[config.mk]
export PLATFORM = sky130hd
export DESIGN_NAME = reg_bank_writer
export DESIGN_NICKNAME = d
export VERILOG_FILES = /design/src/rtl/reg_bank_pkg.sv /design/src/rtl/reg_bank_writer_dec3to8.sv /design/src/rtl/reg_bank_writer.sv
export SDC_FILE = /design/constraint.sdc
export NUM_CORES = 1
export LEC_CHECK = 0
export BUFFER_PORTS_ARGS = -buffer_cell sky130_fd_sc_hd__buf_2
export CAP_MARGIN = 20
export CORE_MARGIN = 3
export CORE_UTILIZATION = 45
export CTS_CLUSTER_SIZE = 16
export DETAILED_ROUTE_END_ITERATION = 12
export PLACE_DENSITY_LB_ADDON = 0.3
export SYNTH_ARGS = -nofsm -noshare
export SYNTH_HDL_FRONTEND = slang
export SYNTH_SLANG_ARGS = --single-unit
[constraint.sdc]
create_clock -name clk -period 3 [get_ports clk]
set_input_delay 0.15 -clock clk [delete_from_list [all_inputs] [get_ports clk]]
set_output_delay 0.15 -clock clk [all_outputs]
set_load 0.01 [all_outputs]
[src/rtl/reg_bank_pkg.sv]
// Shared sizes and types for the 8 x 32-bit register bank.
package reg_bank_pkg;

  localparam int unsigned REG_WIDTH  = 32;
  localparam int unsigned REG_COUNT  = 8;
  localparam int unsigned REG_ADDR_W = 3;
  localparam int unsigned REG_MASK_W = 4;

  typedef logic [REG_WIDTH-1:0]  reg_word_t;
  typedef logic [REG_ADDR_W-1:0] reg_addr_t;
  typedef logic [REG_MASK_W-1:0] reg_mask_t;

endpackage

[src/rtl/reg_bank_writer_dec3to8.sv]
// 3-to-8 one-hot decoder with enable; produces per-register write strobes.
module dec3to8
  import reg_bank_pkg::*;
(
  input  logic                 en,
  input  reg_addr_t            a,
  output logic [REG_COUNT-1:0] y
);

  always_comb begin
    y = '0;
    if (en) y[a] = 1'b1;
  end

endmodule

[src/rtl/reg_bank_writer.sv]
// Write side of the register bank: one-entry pending stage, byte-masked commit.
// Optional REG_BANK_ZERO_REG_EN makes register 0 read as constant zero.
module reg_bank_writer
  import reg_bank_pkg::*;
#(
  parameter int unsigned WIDTH = REG_WIDTH,
  parameter int unsigned NREGS = REG_COUNT
) (
  input  logic                   clk,
  input  logic                   reset,
  input  logic                   WValid,
  output logic                   WReady,
  input  logic [2:0]             WAddr,
  input  logic [WIDTH-1:0]       WData,
  input  logic [WIDTH/8-1:0]     WMask,
  input  logic                   Hold,
  output logic [NREGS*WIDTH-1:0] Regs,
  output logic                   PendValid,
  output logic [7:0]             CommitCnt
);

  localparam int unsigned MASK_W = WIDTH / 8;

`ifdef REG_BANK_ZERO_REG_EN
  localparam bit ZERO_REG_EN = 1'b1;
`else
  localparam bit ZERO_REG_EN = 1'b0;
`endif

  logic                 pend_valid_q;
  reg_addr_t            pend_addr_q;
  logic [WIDTH-1:0]     pend_data_q;
  logic [MASK_W-1:0]    pend_mask_q;
  logic [7:0]           cnt_q;
  logic [WIDTH-1:0]     regs_q [NREGS];

  logic                 accept;
  logic                 commit;
  logic [WIDTH-1:0]     wbits;
  logic [REG_COUNT-1:0] strobe;

  assign WReady = !reset && (!pend_valid_q || !Hold);
  assign accept = WValid && WReady;
  assign commit = pend_valid_q && !Hold;

  // Expand the byte mask to a per-bit write mask.
  always_comb begin
    wbits = '0;
    for (int b = 0; b < int'(MASK_W); b++) begin
      wbits[8*b +: 8] = {8{pend_mask_q[b]}};
    end
  end

  dec3to8 u_dec (
    .en (commit),
    .a  (pend_addr_q),
    .y  (strobe)
  );

  // Pending stage: accept takes priority over the commit that empties it.
  always_ff @(posedge clk) begin
    if (reset) begin
      pend_valid_q <= 1'b0;
      pend_addr_q  <= '0;
      pend_data_q  <= '0;
      pend_mask_q  <= '0;
    end else if (accept) begin
      pend_valid_q <= 1'b1;
      pend_addr_q  <= WAddr;
      pend_data_q  <= WData;
      pend_mask_q  <= WMask;
    end else if (commit) begin
      pend_valid_q <= 1'b0;
    end
  end

  always_ff @(posedge clk) begin
    if (reset) begin
      cnt_q <= '0;
    end else if (commit) begin
      cnt_q <= 8'(cnt_q + 8'd1);
    end
  end

  // Register array; reset wins over a commit landing on the same edge.
  always_ff @(posedge clk) begin
    if (reset) begin
      for (int i = 0; i < int'(NREGS); i++) regs_q[i] <= '0;
    end else begin
      for (int i = 0; i < int'(NREGS); i++) begin
        if (strobe[i] && !(ZERO_REG_EN && i == 0)) begin
          regs_q[i] <= (regs_q[i] & ~wbits) | (pend_data_q & wbits);
        end
      end
    end
  end

  for (genvar g = 0; g < int'(NREGS); g++) begin : g_flat
    if (ZERO_REG_EN && g == 0) begin : g_zero
      assign Regs[WIDTH*g +: WIDTH] = '0;
    end else begin : g_reg
      assign Regs[WIDTH*g +: WIDTH] = regs_q[g];
    end
  end

  assign PendValid = pend_valid_q;
  assign CommitCnt = cnt_q;

endmodule

==> results of run 1 <==
==> flip-flops by register name, summed over array words and instances (netlist names) <==
| register | cells |
|---|---|
| PendValid | 1 |
| pend_addr_q | 3 |
| CommitCnt | 8 |
| regs_q | 256 |
| pend_mask_q | 4 |
| pend_data_q | 32 |
==> cell type report <==
| type | instances | area share (%) |
|---|---|---|
| tap | 378 | 2.88 |
| clock inverter | 3 | 0.0990 |
| multi-input combinational | 676 | 24.8 |
| sequential | 304 | 52.6 |
| timing repair buffer | 373 | 13.2 |
| inverter | 1 | 0.0228 |
| clock buffer | 57 | 6.33 |
==> through the flow <==
| step | total power (W) | util [%] | cells | hold WS, ns | cell area (sq um) |
|---|---|---|---|---|---|
| floorplan | 0.00551 | - | 1049 | 0.267 | 13000 |
| global placement | 0.00590 | 53.2 | 1692 | 0.375 | 15000 |
| detailed placement | 0.00591 | 53.2 | 1692 | 0.380 | 15000 |
| CTS | 0.00991 | 58.4 | 1792 | 0.00290 | 16400 |
| global route | 0.0102 | 58.4 | 1792 | 0.0337 | 16400 |
| finish | 0.00984 | 58.4 | 1792 | 0.0179 | 16400 |
==> placed cells by master (no fill, tap or decap), types with 2 or more instances in the layout <==
cell / synthesis / final
nand2_2: 0 / 2
buf_4: 0 / 23
clkinv_1: 0 / 2
nand2b_1: 256 / 256
clkbuf_1: 48 / 16
a31o_2: 4 / 4
dfxtp_1: 48 / 47
edfxtp_1: 256 / 256
nor2b_1: 44 / 44
a21oi_1: 261 / 261
o31ai_1: 3 / 3
mux2_2: 40 / 40
clkbuf_8: 0 / 4
a21o_2: 0 / 3
dlygate4sd3_1: 0 / 40
nor2_1: 6 / 6
nand2_1: 40 / 38
nand4_1: 2 / 2
buf_2: 19 / 307
clkbuf_16: 0 / 37
or4_1: 3 / 3
buf_12: 0 / 3
==> power breakdown <==
part / switching (W) / internal [W] / total [W] / leakage, nW
Combinational: 0.000507 / 0.000396 / 0.000903 / 3.00
Sequential: 0.000163 / 0.00481 / 0.00497 / 3.04
Clock: 0.00161 / 0.00236 / 0.00397 / 0.511
==> worst reg2reg max path, cell delays in order, from the launching register on <==
cell and delay, ns:
dfxtp_1 0.52, nor4b_4 0.36, nand3_2 0.69, a21oi_1 0.43
==> worst paths after layout <==
| check | start | to | slack (ns) | cells after the start |
|---|---|---|---|---|
| worst min-delay path | Hold | PendValid$_SDFFE_PP0P_ | 0.02 | 3 |
| worst min register to register | CommitCnt[7]$_SDFFE_PP0P_ | CommitCnt[7]$_SDFFE_PP0P_ | 0.49 | 2 |
| worst max-delay path | PendValid$_SDFFE_PP0P_ | regs_q[0][118]$_SDFFCE_PN0P_ | 0.80 | 3 |
| worst max register to register | PendValid$_SDFFE_PP0P_ | regs_q[0][118]$_SDFFCE_PN0P_ | 0.80 | 3 |
==> metal layers <==
metal	share of wire, %	vias to the layer above
li1	-	4421
met3	9.5	58
met4	2.0	0
met2	47	477
met1	42	4682
met5	0	-
==> cells by family after synthesis <==
family | count (synthesis)
simple gates | 358
flops | 304
compound gates | 274
buf+inv | 69
mux | 41
xor+xnor | 2
fa+ha+maj | 1
==> results.yml, run 1 <==
worst_setup_path:
  cp.arrival_ns: 2.50
  crit_path_max_incr_delay_ns: 0.69
  required_ns: 3.30
  cp_slowest_cell: "nand3_2"
  critPathLaunchType: "flop"
  path_buf_inv: 0
  crit_path_cell_trace: "nor4b_4 > nand3_2 > a21oi_1"
  critPathMaxFanout: 32
  cp-end-kind: "flop"
  path_delay_family: "simple AND/OR/NAND/NOR gates"
  path_class: "reg2reg"
floorplan:
  die_x_um: 176
  io-pin-count: 309
  rows: 61
  initial_core_util_pct: 46.2
  die-height_um: 176
  coreArea_sq_um: 28200
  die_area_sq_um: 31000
timing:
  maxSlewHeadroom_pct: 36.3
  final-max-slew-violation-count: 0
  timing.final.crit_share_pct: 73.2
  tns_ns: 0
  grt_setup_unrepaired: "false"
  finalHoldViolCount: 0
  fin_worst_skew_ns: 0.0142
  period_minus_slack_ns: 2.20
  worst_pin_slew_ns: 0.955
  max_freq_ghz: 0.455
  setup-violations-final: 0
  fin_ws_ns: 0.803
global_routing:
  grt_use_met3_pct: 6.56
  grt_pass1_vias: 9433
  grt_pass1_wl_um: 56600
  grtUsageMet2_pct: 38.1
  met1_usage_pct: 32.1
  antenna_found_initial: 0
  grt_util_all_layers_pct: 23.6
  grt_max_degree: 57
  overflow: 0
  top_usage_layer: "met2"
clock_tree:
  tritoncts: "built"
  clock_sinks: 304
  clk_path_buf_depth: 3
  post_cts_resized: 0
  cts_hold_buf: 40
  h-tree-depth: 2
  clockRootBuffer: "clkbuf_16"
  numCtsBuffers: 35
  clock_latency_ns: 0.49
  cts_setup_buffers: 0
  path_clk_slew_ns: 0.06
yosys:
  ys_warn_count: 0
  synth_xor_area_share_pct: 0.135
  synth_top_flop_cell: "edfxtp_1"
  synth_mux_area_share_pct: 3.54
  synthCells: 1049
  seq_area_frac_synth_pct: 66.5
  synth.most_common_cell: "a21oi_1"
  yosysUniqueCellTypes: 30
  synth_compound_gate_area_share_pct: 10.8
  yosys.area.top_type: "edfxtp_1"
  synth_top_family_by_area: "simple AND/OR/NAND/NOR gates"
  synth-edff-count: 256
  synth_top_area_share_pct: 59.1
  synth.avg_cell_area_sq_um: 12.4
  synthAdderAreaFrac_pct: 0.0962
  synthSimpleGateAreaFrac_pct: 16.6
  synthTopCellsByCount: "a21oi_1 (261), edfxtp_1 (256), nand2b_1 (256)"
  ys_ff_latch: 304
  netlist_area_sq_um: 13000
  synth_area_leaders: "edfxtp_1 (59%), nand2b_1 (12%), a21oi_1 (10%), dfxtp_1 (7.4%), mux2_2 (3.5%)"
  async_reset_ff_share_pct: 0
  synth_nets: 1093
drt:
  drc: 0
  vias: 9638
  ant_nets: 0
  drt_iter0_drc: 949
  dr.pass1.iters: 6
  totalWireLength_um: 37900
  vias_per_cell: 5.38
  wire_per_inst_um: 21.2
placed_design:
  hpwl_um: 24800
  place_ws_ns: 0.802
  numPortBuffers: 308
  routabilityCongestion: 0.805
finish:
  fillers: 2349
  area_growth_pct: 26.4
  antennaDiodeCount: 0
  finalNetCount: 1435
  multi_input_area_sq_um: 4080
  final-seq-area_sq_um: 8650
  drive_above_1_share_pct: 30.5
outcome:
  status: "completed"
power:
  power_density_nw_per_um2: 599
  peakVddDrop_mv: 0.323
  leakagePower_nw: 6.55
job:
  cap_violations: 0
min_path:
  hold_class: "in2reg"
No activity file was read; power rests on OpenSTA's default activity.
==> run 2: changes to the inputs <==
- ABC_AREA: not set -> 1
- clock period: 3 -> 2 ns (I/O delays scaled with it)
==> run 2 against run 1 <==
  * Clock skew grew 0.0044 ns
  * Register-to-register slack lost 0.51 ns
  * Clock power grew 51%
  * Area after synthesis shrank 4.7%
  * Fmax grew 29%
  * Cell area shrank 2.1%
  * Sequential share of layout area grew 1.1 points
  * Combinational power grew 53%
  * Hold slack gained 0.0069 ns
  * Largest power group unchanged
  * First-iteration DRC count grew 27%
  * Sequential power grew 49%
  * Via count grew 5.7%
==> results.yml, run 2 <==
outcome:
  status: "completed"
drt:
  vias: 10200
  totalWireLength_um: 37600
  ant_nets: 0
  wire_per_inst_um: 20.1
  drt_iter0_drc: 1203
  dr.pass1.iters: 5
  drc: 0
  vias_per_cell: 5.46
yosys:
  async_reset_ff_share_pct: 0
  synth_top_flop_cell: "edfxtp_1"
  synth.most_common_cell: "a21oi_1"
  netlist_area_sq_um: 12400
  synth.avg_cell_area_sq_um: 10.8
  synth-edff-count: 256
  synthTopCellsByCount: "a21oi_1 (261), edfxtp_1 (256), nor2_1 (199)"
  yosys.area.top_type: "edfxtp_1"
  synthCells: 1151
  seq_area_frac_synth_pct: 69.8
  ys_warn_count: 0
  synth_area_leaders: "edfxtp_1 (62%), a21oi_1 (11%), dfxtp_1 (7.8%), nor2_1 (6.0%), nand2_1 (4.7%)"
  yosysUniqueCellTypes: 18
  synth_top_area_share_pct: 62.0
  synth_nets: 1195
  ys_ff_latch: 304
placed_design:
  routabilityCongestion: 0.829
  numPortBuffers: 308
  hpwl_um: 25600
  place_ws_ns: 0.274
global_routing:
  grt_use_met3_pct: 5.17
  grtUsageMet2_pct: 42.3
  grt_pass1_vias: 9799
  grt_pass1_wl_um: 56200
  top_usage_layer: "met2"
  antenna_found_initial: 0
  overflow: 0
  grt_util_all_layers_pct: 24.5
  grt_max_degree: 65
  met1_usage_pct: 31.4
power:
  peakVddDrop_mv: 0.611
  power_density_nw_per_um2: 920
  finalPower_w: 0.0148
  leakagePower_nw: 6.94
timing:
  fin_ws_ns: 0.291
  max_freq_ghz: 0.585
  timing.final.crit_share_pct: 85.4
  tns_ns: 0
  fin_worst_skew_ns: 0.0187
  grt_setup_unrepaired: "false"
  period_minus_slack_ns: 1.71
  hold_ws_ns: 0.0248
  final-max-slew-violation-count: 0
  worst_pin_slew_ns: 0.482
  setup-violations-final: 0
  finalHoldViolCount: 0
  maxSlewHeadroom_pct: 67.9
worst_setup_path:
  cp.arrival_ns: 1.98
  path_class: "reg2reg"
  worstSetupPathDepth: 7
  crit_path_cell_trace: "nand2_1 > inv_2 > nand2_2 > inv_2 > nand3_2 > buf_4 > nor2_1"
  required_ns: 2.28
  crit_path_frequent_cell: "inv_2"
  path_buf_inv: 3
  setup.worst_path.start: "PendValid$_SDFFE_PP0P_"
  cp-end-kind: "flop"
  cp_slowest_cell: "buf_4"
  r2r_setup_slack_ns: 0.29
  reg2reg_depth: 7
  crit_path_max_incr_delay_ns: 0.41
  critPathLaunchType: "flop"
  endpoint: "regs_q[0][61]$_SDFFCE_PN0P_"
  reg2reg_to: "regs_q[0][61]$_SDFFCE_PN0P_"
  path_delay_family: "buffers and inverters"
  rr_startpoint: "PendValid$_SDFFE_PP0P_"
  critPathMaxFanout: 32
finish:
  regMostFlops: "regs_q"
  antennaDiodeCount: 0
  final_common_cell: "buf_2"
  final_cell_mix: "buf_2 (308), a21oi_1 (261), edfxtp_1 (256)"
  drive_above_1_share_pct: 28.1
  largest_register_ff_count: 256
  finalNetCount: 1544
  fillers: 2334
  fin_util_pct: 59.5
  area_growth_pct: 29.8
floorplan:
  coreArea_sq_um: 27000
  die-height_um: 172
  die_x_um: 172
  rows: 60
  io-pin-count: 309
  die_area_sq_um: 29600
  initial_core_util_pct: 45.9
clock_tree:
  post_cts_resized: 0
  clockRootBuffer: "clkbuf_16"
  clk_path_buf_depth: 3
  clock_sinks: 304
  clock_latency_ns: 0.56
  path_clk_slew_ns: 0.06
  tritoncts: "built"
  h-tree-depth: 1
  numCtsBuffers: 31
min_path:
  hold_class: "in2reg"
job:
  cap_violations: 0
[run 2: cell count changes after synthesis, sizes merged, moves of 7 or more]
| cell | before | now |
|---|---|---|
| nand2b | 256 | 0 |
| nor2 | 6 | 212 |
| nand2 | 40 | 157 |
| nand3 | 2 | 88 |
| inv | 1 | 47 |
| nor2b | 44 | 0 |
| mux2 | 40 | 0 |
| buf | 20 | 35 |
| clkbuf | 48 | 37 |
| o21ai | 1 | 8 |
[run 2: timing repair]
item / CTS / global route
endpoints found under the setup margin: 0 / 0
hold buffers: 48 / 0
endpoints found under the hold margin: 40 / 0
setup buffers: 0 / 0
[run 2: power by group]
| group | total (W) | internal [W] | switching (W) |
|---|---|---|---|
| Sequential | 0.00742 | 0.00720 | 0.000221 |
| Clock | 0.00600 | 0.00353 | 0.00247 |
| Combinational | 0.00138 | 0.000519 | 0.000859 |
[run 2: kinds of logic (layout without fill, tap and decap cells)]
family / Yosys count / count (layout) / share of synthesized area [%]
simple gates: 457 / 457 / 15.1
flops: 304 / 304 / 69.8
compound gates: 270 / 270 / 10.9
buf+inv: 119 / 493 / 4.05
fa+ha+maj: 1 / 1 / 0.101
[run 2: metal layers]
| layer | wire length (um) | vias up | part of all wire, % |
|---|---|---|---|
| met4 | 1120 | 0 | 3.0 |
| li1 | - | 4700 | - |
| met5 | 0 | - | 0 |
| met2 | 18300 | 567 | 49 |
| met1 | 14200 | 4847 | 38 |
| met3 | 3850 | 73 | 10 |
[run 2: worst min path at each step]
stage	end	cells past startpoint	slack (ns)	startpoint
2_1_floorplan	pend_data_q[18]$_SDFFE_PP0P_	2	0.24	WData[18]
3_3_place_gp	pend_data_q[28]$_SDFFE_PP0P_	3	0.33	WData[28]
3_5_place_dp	pend_data_q[31]$_SDFFE_PP0P_	3	0.33	WData[31]
4_1_cts	pend_data_q[6]$_SDFFE_PP0P_	3	0.00007	WValid
5_1_grt	pend_data_q[3]$_SDFFE_PP0P_	3	0.03	WValid
6_report	pend_data_q[6]$_SDFFE_PP0P_	3	0.02	WValid
[run 2: stage by stage]
step | area [sq um] | cells
finish | 16100 | 1866
detailed placement | 14500 | 1760
global route | 16100 | 1866
CTS | 16100 | 1866
floorplan | 12400 | 1151
global placement | 14500 | 1760
[run 2: worst reg2reg max path: stages, from the launching register on]
cell     delay [ns]
dfxtp_1        0.37
nand2_1        0.15
inv_2          0.06
nand2_2        0.16
inv_2          0.10
nand3_2        0.07
buf_4          0.41
nor2_1         0.10
[run 2: layout make-up]
| type | instances | area [sq um] | area share (%) |
|---|---|---|---|
| clock buffers | 41 | 965 | 6.00 |
| repair buffers | 388 | 2420 | 15.1 |
| clock inverters | 17 | 123 | 0.762 |
| well taps | 341 | 427 | 2.65 |
| multi-input cells | 728 | 3330 | 20.7 |
| flip-flops and latches | 304 | 8650 | 53.8 |
| inverters | 47 | 176 | 1.10 |
